`src/rtl/comp_pkg.sv`:
```
// ----------------------------------------------------------------------------
// comp_pkg
// Shared definitions for the computation datapath blocks.
//   ADDR_W / DATA_W : shared SRAM address and data widths (64x8 memory)
//   N_RES / IDX_W   : results per writeback transfer and the beat index width
//   wb_state_t      : result_writeback FSM states (2-bit encoding)
// ----------------------------------------------------------------------------
package comp_pkg;

    localparam int ADDR_W = 6;
    localparam int DATA_W = 8;
    localparam int N_RES  = 4;
    localparam int IDX_W  = 2;

    typedef enum logic [1:0] {
        S_IDLE  = 2'd0,
        S_CAPT  = 2'd1,
        S_WRITE = 2'd2,
        S_DONE  = 2'd3
    } wb_state_t;

endpackage

```
`src/rtl/result_shadow_regs.sv`:
```
// ----------------------------------------------------------------------------
// result_shadow_regs
// Holds a snapshot of the four compute results so the writeback is immune to
// the compute mode changing its outputs while the transfer is in flight.
// Ports:
//   clk, rst      : clock, synchronous active-low reset (clears all entries)
//   load_i        : capture d0_i..d3_i into entries 0..3
//   d0_i..d3_i    : results in fixed order c11, c12, c21, c22
//   idx_i         : read select
//   q_o           : entry selected by idx_i
// ----------------------------------------------------------------------------
module result_shadow_regs
    import comp_pkg::*;
(
    input  logic              clk,
    input  logic              rst,
    input  logic              load_i,
    input  logic [DATA_W-1:0] d0_i,
    input  logic [DATA_W-1:0] d1_i,
    input  logic [DATA_W-1:0] d2_i,
    input  logic [DATA_W-1:0] d3_i,
    input  logic [IDX_W-1:0]  idx_i,
    output logic [DATA_W-1:0] q_o
);

    logic [DATA_W-1:0] shadow_q [N_RES];

    always_ff @(posedge clk) begin
        if (!rst) begin
            for (int i = 0; i < N_RES; i++) begin
                shadow_q[i] <= '0;
            end
        end else if (load_i) begin
            shadow_q[0] <= d0_i;
            shadow_q[1] <= d1_i;
            shadow_q[2] <= d2_i;
            shadow_q[3] <= d3_i;
        end
    end

    assign q_o = shadow_q[idx_i];

endmodule

```
`src/rtl/result_writeback.sv`:
```
// ----------------------------------------------------------------------------
// result_writeback
// Writes the four results of a compute mode into the shared SRAM, one beat per
// granted cycle, at consecutive addresses starting from a base (mod 2**ADDR_W).
// Handshake: while we=1 the beat (addr,data) is offered; it is accepted in any
// cycle where gnt=1 and held unchanged in every cycle where gnt=0.
// Ports:
//   clk, rst          : clock, synchronous active-low reset
//   en                : level start/hold from the top FSM
//   result_baseaddr   : first write address, sampled in S_CAPT
//   c11,c12,c21,c22   : results, sampled in S_CAPT
//   gnt               : memory grant from the arbiter
//   addr, we, data    : memory write port
//   busy              : transfer in progress (S_CAPT / S_WRITE)
//   is_done_o         : transfer complete, held until en drops
//   dbg_state_o       : current FSM state
// All outputs decode registered state only; no input-to-output path.
// ----------------------------------------------------------------------------
module result_writeback
    import comp_pkg::*;
(
    input  logic              clk,
    input  logic              rst,
    input  logic              en,
    input  logic [ADDR_W-1:0] result_baseaddr,
    input  logic [DATA_W-1:0] c11,
    input  logic [DATA_W-1:0] c12,
    input  logic [DATA_W-1:0] c21,
    input  logic [DATA_W-1:0] c22,
    input  logic              gnt,
    output logic [ADDR_W-1:0] addr,
    output logic              we,
    output logic [DATA_W-1:0] data,
    output logic              busy,
    output logic              is_done_o,
    output wb_state_t         dbg_state_o
);

    wb_state_t         state_q, state_d;
    logic [IDX_W-1:0]  idx_q, idx_d;
    logic [ADDR_W-1:0] base_q, base_d;
    logic              load;
    logic [DATA_W-1:0] shadow_rd;

    result_shadow_regs u_shadow (
        .clk    (clk),
        .rst    (rst),
        .load_i (load),
        .d0_i   (c11),
        .d1_i   (c12),
        .d2_i   (c21),
        .d3_i   (c22),
        .idx_i  (idx_q),
        .q_o    (shadow_rd)
    );

    always_ff @(posedge clk) begin
        if (!rst) begin
            state_q <= S_IDLE;
            idx_q   <= '0;
            base_q  <= '0;
        end else begin
            state_q <= state_d;
            idx_q   <= idx_d;
            base_q  <= base_d;
        end
    end

    always_comb begin
        state_d = state_q;
        idx_d   = idx_q;
        base_d  = base_q;
        load    = 1'b0;
        unique case (state_q)
            S_IDLE: begin
                if (en) state_d = S_CAPT;
            end
            S_CAPT: begin
                // Dropping en here discards the capture entirely.
                if (en) begin
                    load    = 1'b1;
                    base_d  = result_baseaddr;
                    idx_d   = '0;
                    state_d = S_WRITE;
                end else begin
                    state_d = S_IDLE;
                end
            end
            S_WRITE: begin
                // Abort has priority; a granted beat in the abort cycle is
                // still written by the memory, we simply stop afterwards.
                if (!en) begin
                    state_d = S_IDLE;
                end else if (gnt) begin
                    // idx stays at the last beat so S_DONE keeps showing it.
                    if (idx_q == IDX_W'(N_RES - 1)) state_d = S_DONE;
                    else                            idx_d   = idx_q + 1'b1;
                end
            end
            S_DONE: begin
                if (!en) state_d = S_IDLE;
            end
            default: state_d = S_IDLE;
        endcase
    end

    logic show_beat;
    assign show_beat   = (state_q == S_WRITE) || (state_q == S_DONE);

    assign we          = (state_q == S_WRITE);
    assign busy        = (state_q == S_CAPT) || (state_q == S_WRITE);
    assign is_done_o   = (state_q == S_DONE);
    assign addr        = show_beat ? base_q + ADDR_W'(idx_q) : '0;
    assign data        = show_beat ? shadow_rd : '0;
    assign dbg_state_o = state_q;

endmodule

```
`config.mk`:
```
export PLATFORM = sky130hd
export DESIGN_NAME = result_writeback
export DESIGN_NICKNAME = d
export VERILOG_FILES = /design/src/rtl/comp_pkg.sv /design/src/rtl/result_shadow_regs.sv /design/src/rtl/result_writeback.sv
export SDC_FILE = /design/constraint.sdc
export NUM_CORES = 1
export LEC_CHECK = 0
export CORE_MARGIN = 3
export CORE_UTILIZATION = 30
export DETAILED_ROUTE_END_ITERATION = 16
export PLACE_DENSITY_LB_ADDON = 0.15
export SLEW_MARGIN = 10
export SYNTH_ARGS = -nofsm -noshare
export SYNTH_HDL_FRONTEND = slang
export SYNTH_HIERARCHICAL = 1
export SYNTH_SLANG_ARGS = --single-unit
export TNS_END_PERCENT = 5
```
`constraint.sdc`:
```
create_clock -name clk -period 2.7 [get_ports clk]
set_clock_uncertainty 0.05 [all_clocks]
set_input_delay 0.675 -clock clk [delete_from_list [all_inputs] [get_ports clk]]
set_output_delay 0.675 -clock clk [all_outputs]
set_load 0.005 [all_outputs]
```
# [After elaboration in Yosys (flattened, before gate mapping)]
# Memories as Yosys holds them, arrays and structs flattened. A register that Yosys moved wholly into a read port is not among the register bits.
# Cells that the tools add are included.
[totals] output_inout_bits=19 ram_bits=32 wordCells=55 inputBits=42 register_bits=10 mem_count=1
[classes] reduce_logical=7 eq_ne=12 bitwise_logic=4 addsub=2 n_mux=26
[memory_table] name="u_shadow.shadow_q" words=4 width=8 rd=1 rd_clocked_by_memory_dff=1 write_ports=4 line="result_shadow_regs.sv:26" rtl="logic [DATA_W-1:0] shadow_q [N_RES];"
[op_table] operator="8-bit 2-to-1 mux" count=5
[op_table] operator="2-bit 2-to-1 mux" count=12
[op_table] operator="2-bit inequality test, second input constant" count=6
[op_table] operator="2-bit one-hot mux with 4 select lines" count=1
[op_table] operator="6-bit by 2-bit adder with 6-bit output" count=1
[op_table] operator="2-bit equality test, second input constant" count=3
[op_table] operator="1-bit 2-to-1 mux" count=6
[op_table] operator="6-bit 2-to-1 mux" count=1
[op_table] operator="5-bit AND reduction" count=1
[op_table] operator="1-bit OR" count=4
[op_table] operator="2-bit one-hot mux with 2 select lines" count=1
[op_table] operator="4-bit AND reduction" count=1
[op_table] operator="3-bit by 2-bit inequality test with 1-bit output, second input constant" count=1
[op_table] operator="3-bit inequality test, second input constant" count=1
[op_table] operator="2-bit by 1-bit adder with 2-bit output, second input constant" count=1
[op_table] operator="2-bit by 1-bit equality test with 1-bit output, second input constant" count=1
[op_table] operator="2-bit logical NOT" count=1
[op_table] operator="1-bit logical OR" count=2
[op_table] operator="2-bit AND reduction" count=1
[op_table] operator="2-bit nonzero test" count=1

# [Depth between registers and ports, before layout]
# Gate-level depths: netlist (run 1).
[logic_depth] word_depth=7 ltp_mapped=7 depth_no_buf=6

# [Hierarchy]
# Netlist (run 1), hierarchy kept.
[modules_own_cells] mod="result_shadow_regs" area_per_inst_um2=1386.3 seq_area_each_um2=960.9 instances=1 cells_per_inst=81
[modules_own_cells] mod="result_writeback" area_per_inst_um2=724.4 seq_area_each_um2=200.2 instances=1 cells_per_inst=92

# [Worst setup path before layout (run 1)]
# Ideal clock, no wire load.
[synth_timing] path_type="register -> register" startpoint="register state_q[1], in the netlist dbg_state_o[1]" endpoint="memory u_shadow.shadow_q[0][0], enable pin" setup_time_ns=0.394 slack_ns=0.426 required_ns=2.256 n_path_buf=1 path_stages_with_launch=7 period_less_slack_ns=2.274 t_arrival_ns=1.830 cell_sequence="dfxtp_1 > inv_1 > ha_1 > buf_2 > nand2_1 > inv_1 > nand2b_1"
[synth_rtl] item="from (decl)" line="result_writeback.sv:39" rtl="wb_state_t state_q, state_d;"
[synth_rtl] item="from (signal assigned)" line="result_writeback.sv:63" rtl="state_q <= state_d;"
[synth_rtl] item="to (decl)" line="result_shadow_regs.sv:26"

==> flow_summary.json, run 1 <==
{
  "status": "finished clean",
  "finalCritPeriodShare": 0.978,
  "combPwrFrac": 0.127,
  "critical_path_buf_inv_count": 2,
  "start_kind": "flop",
  "postCtsHoldBufs": 0,
  "start_util": 0.321,
  "vias_per_cell": 4.54,
  "grt_max_degree": 33,
  "final_nets": 290,
  "arrival_ns": 1.92,
  "synthCells": 173,
  "clock_path_buffers": 2,
  "routed_wl_um": 4670,
  "die_w_um": 89.9,
  "numCtsBuffers": 5,
  "clockPowerShare": 0.303,
  "layout_commonest_cell": "clkdlybuf4s50_1",
  "drt_iter0_markers": 117,
  "r2r_start": "dbg_state_o[1]$_SDFFE_PN0P_",
  "peakVddDrop_v": 0.000211,
  "cp-startpoint": "idx_q[0]$_SDFFE_PN0P_",
  "dpl.hpwl_um": 3360,
  "switching_share": 0.226,
  "maxCapViolCount": 0,
  "grt_usage": 0.123,
  "antenna_left": 0,
  "h-tree-depth": 2,
  "netSwitchingPower_uw": 298,
  "num_vias": 1513,
  "rsz0062_at_grt": "true",
  "setup_tns_ns": 0,
  "clkSlewWorstSetupHoldPaths_ns": 0.08,
  "power.total_mw": 1.32,
  "tightest_slew_ns": 0.273,
  "path_max_fanout": 11,
  "core_area_um2": 6570,
  "fillCellCount": 656,
  "antenna_cells": 0,
  "hold_violations": 0,
  "layout-drive-gt1-share": 0.142,
  "min_from": "base_q[0]$_SDFFE_PN0P_",
  "cellInternalPower_mw": 1.02,
  "seq_area_frac_synth": 0.550,
  "clock_sinks": 42,
  "grt_pass1_wl_um": 7840,
  "synth_seq_cells": 42,
  "cts_tree": "done",
  "firstDrtPassIters": 4,
  "cts_root_buf": "clkbuf_8",
  "syn-cell-area_um2": 2110,
  "overflow": 0,
  "cp.required_ns": 1.98,
  "synth_nets": 224,
  "fp.dieH_um": 89.9,
  "cp_slowest_cell": "mux4_2",
  "num_rows": 29,
  "clkLatencyLatePin_ns": 0.29,
  "post_cts_buffers": 0,
  "synth_warnings": 6,
  "synthToLayoutAreaGrowth_pct": 40.1,
  "drc_errors": 0,
  "mostFrequentLayoutCells": "56 x clkdlybuf4s50_1, 32 x and3_1, 32 x edfxtp_1",
  "hp-class": "reg2reg",
  "p_leak_nw": 1.18,
  "fmax_mhz": 379,
  "setup_viol": 0,
  "crit_chain": "buf_8, mux4_2, nor2b_1, clkdlybuf4s50_1",
  "seqPwrFrac": 0.570,
  "gp_congestion": 0.685,
  "max_stage_delay_ns": 0.52,
  "cp_top_family": "buffers and inverters",
  "synth_cell_types": 30,
  "io_pins": 61,
  "wl_per_cell_um": 14.0,
  "slew_viol_final": 0,
  "port_buffers": 60,
  "period_needed_ns": 2.64,
  "antenna_found_initial": 0,
  "crit_type": "reg2out",
  "avgSynthCellArea_um2": 12.2,
  "fp.dieArea_um2": 8080,
  "max_slew_margin": 0.818,
  "grt_pass1_vias": 1593,
  "crit_path_end_kind": "primary output",
  "cellPowerDensity_nw_per_um2": 446
}
## per-layer routing
metal	wire length [um]	global-route usage	up-vias
li1	-	-	768
met1	2080	0.150	701
met2	2310	0.210	37
met3	193	0.0267	7
met4	79	0.0536	0
met5	0	0	-
## worst min-delay path: cells and delay by family, from the launching register on
family | cells | cell delay, ns
compound gates | 1 | 0.06
flops | 1 | 0.33
simple gates | 1 | 0.05
## sequential cells by signal, indices dropped and copies added, names as in the netlist
name / cells
base_q: 6
dbg_state_o: 2
u_shadow/shadow_q: 32
idx_q: 2
## final cells by class
type | instances | area, um^2 | area share
multi-input combinational | 111 | 870 | 0.294
sequential | 42 | 1160 | 0.394
tap | 93 | 116 | 0.0394
inverter | 8 | 30.0 | 0.0102
clock buffer | 6 | 72.6 | 0.0245
clock inverter | 2 | 13.8 | 0.00466
timing repair buffer | 71 | 689 | 0.233
## repair_timing
item | in CTS | in global routing
endpoints found under the hold margin | 0 | 0
resized for setup | 8 | 7
setup endpoints to repair | 14 | 12
pin swaps | 0 | 1
## cells in the mapped netlist, drive strengths merged
library cell | n | area [um^2]
o21ai | 4 | 20.0
nor2 | 5 | 18.8
dfxtp | 10 | 200
mux2i | 1 | 10.0
and3 | 32 | 200
buf | 4 | 26.3
nand4b | 1 | 8.76
nor2b | 9 | 56.3
o2111ai | 1 | 8.76
xor2 | 2 | 17.5
a21boi | 6 | 45.0
clkbuf | 8 | 31.3
mux4 | 8 | 180
fa | 1 | 20.0
edfxtp | 32 | 961
ha | 8 | 100
nand3b | 1 | 7.51
nand2 | 11 | 41.3
o22ai | 2 | 12.5
nand3 | 7 | 35.0
a21oi | 4 | 23.8
nor3b | 1 | 7.51
o311a | 1 | 10.0
o211ai | 1 | 7.51
inv | 8 | 30.0
or3 | 2 | 12.5
nand2b | 3 | 18.8
## path summary, 6_finish.rpt
| kind | end | slack, ns | cells after the start |
|---|---|---|---|
| setup / recovery | data[1] | 0.06 | 4 |
| hold / removal | base_q[0]$_SDFFE_PN0P_ | 0.42 | 2 |
| setup reg to reg | u_shadow/shadow_q[3][6]$_SDFFCE_PN0P_ | 0.79 | 6 |
| hold reg to reg | base_q[0]$_SDFFE_PN0P_ | 0.42 | 2 |
## logic make-up (layout without fill, tap and decap cells)
group / after synthesis / after routing / synth area share
compound gates: 19 / 19 / 0.0605
xor+xnor: 2 / 2 / 0.00830
fa+ha+maj: 9 / 9 / 0.0569
buf+inv: 20 / 87 / 0.0415
flops: 42 / 42 / 0.550
mux: 9 / 9 / 0.0901
simple gates: 72 / 72 / 0.193
## metrics by stage
stage,cell area [um^2],setup slack [ns],util,hold WS [ns],cells
finish,2960,0.0591,0.450,0.422,333
global route,2960,-0.0135,0.450,0.466,333
CTS,2950,0.00547,0.449,0.429,333
detailed placement,2850,0.114,0.434,0.415,325
global placement,2850,0.136,0.434,0.415,325
floorplan,2110,0.426,-,0.397,173
## power groups by stage
stage | clock (mW) | sequential, mW | combinational [mW]
6_report | 0.399 | 0.752 | 0.167
5_1_grt | 0.440 | 0.757 | 0.185
4_1_cts | 0.413 | 0.752 | 0.171
3_5_place_dp | 0 | 0.767 | 0.170
3_3_place_gp | 0 | 0.766 | 0.168
2_1_floorplan | 0 | 0.763 | 0.0735
Power figures use the tool's default switching activity.
==> inputs of run 2 (changes only) <==
SKIP_LAST_GASP = 1   (was unset)
==> flow_summary.json, run 2 (same netlist as run 1, synthesis figures left out) <==
{
  "peakVddDrop_v": 0.000211,
  "post_cts_buffers": 0,
  "dpl.hpwl_um": 3360,
  "clock_sinks": 42,
  "mostFrequentLayoutCells": "58 x clkdlybuf4s50_1, 32 x and3_1, 32 x edfxtp_1",
  "grt_pass1_vias": 1593,
  "max_slew_margin": 0.817,
  "start_util": 0.321,
  "cp_slowest_cell": "mux4_2",
  "crit_path_end_kind": "primary output",
  "gp_congestion": 0.685,
  "crit_chain": "buf_4, mux4_2, nor2b_1, clkdlybuf4s50_1",
  "grt_pass1_wl_um": 7840,
  "largest-register": "u_shadow/shadow_q",
  "cp.required_ns": 1.98,
  "routed_wl_um": 4680,
  "max_stage_delay_ns": 0.53,
  "seqPwrFrac": 0.570,
  "wl_per_cell_um": 14.0,
  "cts_tree": "done",
  "clock_path_buffers": 2,
  "vias_per_cell": 4.55,
  "fp.dieH_um": 89.9,
  "path_max_fanout": 11,
  "die_w_um": 89.9,
  "finalCritPeriodShare": 1.00,
  "violations": "negative setup slack",
  "start_kind": "flop",
  "p_leak_nw": 1.17,
  "num_rows": 29,
  "min_from": "base_q[0]$_SDFFE_PN0P_",
  "antenna_left": 0,
  "combPwrFrac": 0.127,
  "crit_type": "reg2out",
  "maxCapViolCount": 0,
  "arrival_ns": 1.98,
  "drt_iter0_markers": 112,
  "cp_top_family": "buffers and inverters",
  "critical_path_buf_inv_count": 2,
  "drc_errors": 0,
  "fin_ws_ns": -0.00315,
  "netSwitchingPower_uw": 299,
  "switching_share": 0.227,
  "instances_no_fill": 333,
  "place_inst": 325,
  "grt_max_degree": 33,
  "cts_root_buf": "clkbuf_8",
  "setup_viol": 1,
  "slew_viol_final": 0,
  "fmax_mhz": 370,
  "hp-class": "reg2reg",
  "io_pins": 61,
  "rsz0062_at_grt": "true",
  "r2r_start": "dbg_state_o[1]$_SDFFE_PN0P_",
  "hold_violations": 0,
  "final_nets": 290,
  "status": "complete, but fails checks",
  "h-tree-depth": 2,
  "cellPowerDensity_nw_per_um2": 447,
  "layout_commonest_cell": "clkdlybuf4s50_1",
  "clockPowerShare": 0.303,
  "largest_reg_flops": 32,
  "overflow": 0,
  "antenna_found_initial": 0,
  "numCtsBuffers": 5,
  "clkLatencyLatePin_ns": 0.29,
  "firstDrtPassIters": 4,
  "cellInternalPower_mw": 1.02,
  "layout-drive-gt1-share": 0.125,
  "fp.dieArea_um2": 8080,
  "cp-startpoint": "idx_q[0]$_SDFFE_PN0P_",
  "antenna_cells": 0,
  "core_area_um2": 6570,
  "period_needed_ns": 2.70,
  "top_regs": "u_shadow/shadow_q (32), base_q (6)",
  "grt_usage": 0.123,
  "power.total_mw": 1.32,
  "tightest_slew_ns": 0.274,
  "clkSlewWorstSetupHoldPaths_ns": 0.08,
  "port_buffers": 60,
  "num_vias": 1514,
  "synthToLayoutAreaGrowth_pct": 39.6
}
[run 2: cell types whose count changed in the layout (fill, tap and decap cells not counted)]
cell	before	now
buf_8	1	0
dfxtp_2	3	1
nor2_1	4	5
buf_4	9	11
clkdlybuf4s50_1	56	58
dfxtp_1	7	9
clkbuf_2	1	0
dlygate4sd2_1	2	1
nor2_2	1	0
buf_6	1	0
[run 2: what timing repair did]
| item | in CTS | in global routing |
|---|---|---|
| hold buffers | 0 | 0 |
| setup endpoints to repair | 14 | 14 |
| resized for setup | 4 | 1 |
| gates cloned | 0 | 0 |
[run 2: worst paths after layout]
path         slack (ns)  cells past startpoint                                     to
max              -0.003                      4                                data[1]
min                0.43                      2                 base_q[0]$_SDFFE_PN0P_
max reg2reg        0.78                      6  u_shadow/shadow_q[1][2]$_SDFFCE_PN0P_
min reg2reg        0.43                      2                 base_q[0]$_SDFFE_PN0P_
[run 2: final cells by class]
class	count	area (um^2)
Inverter	8	30.0
Clock buffer	6	72.6
Tap cell	93	116
Sequential cell	42	1160
Multi-Input combinational cell	111	867
Fill cell	656	3620
Clock inverter	2	13.8
Timing Repair Buffer	71	684
[run 2: tightest hold or removal path, stage by stage (launching register included)]
cell and delay [ns]:
dfxtp_1 0.32, nand2_1 0.05, a21boi_0 0.06
[run 2: power groups by stage]
stage | Combinational [mW] | Sequential (mW) | Clock, mW
floorplan | 0.0735 | 0.763 | 0
global placement | 0.168 | 0.766 | 0
detailed placement | 0.170 | 0.767 | 0
CTS | 0.171 | 0.752 | 0.413
global route | 0.185 | 0.756 | 0.440
finish | 0.167 | 0.751 | 0.400
[run 2: metal layers]
metal,part of all wire,vias up,track usage
met5,0,-,0
met4,0.017,0,0.0536
met3,0.043,7,0.0267
met2,0.50,35,0.210
met1,0.44,705,0.150
li1,-,767,-
[run 2: metrics by stage]
stage                      TNS, ns  hold slack, ns   util  setup WS, ns  cell area (um^2)
after floorplan                  0           0.397      -         0.426              2110
after global placement           0           0.415  0.434         0.136              2850
after detailed placement         0           0.415  0.434         0.114              2850
after CTS                   -0.316           0.429  0.448       -0.0631              2940
after global routing         -1.30           0.466  0.449        -0.145              2950
final                     -0.00315           0.429  0.449      -0.00315              2950
==> inputs of run 3 (changes only) <==
SETUP_SLACK_MARGIN = 0.05   (was unset)
==> results of run 3 <==
No change in the layout: final DEF, timing and power equal those of run 2.
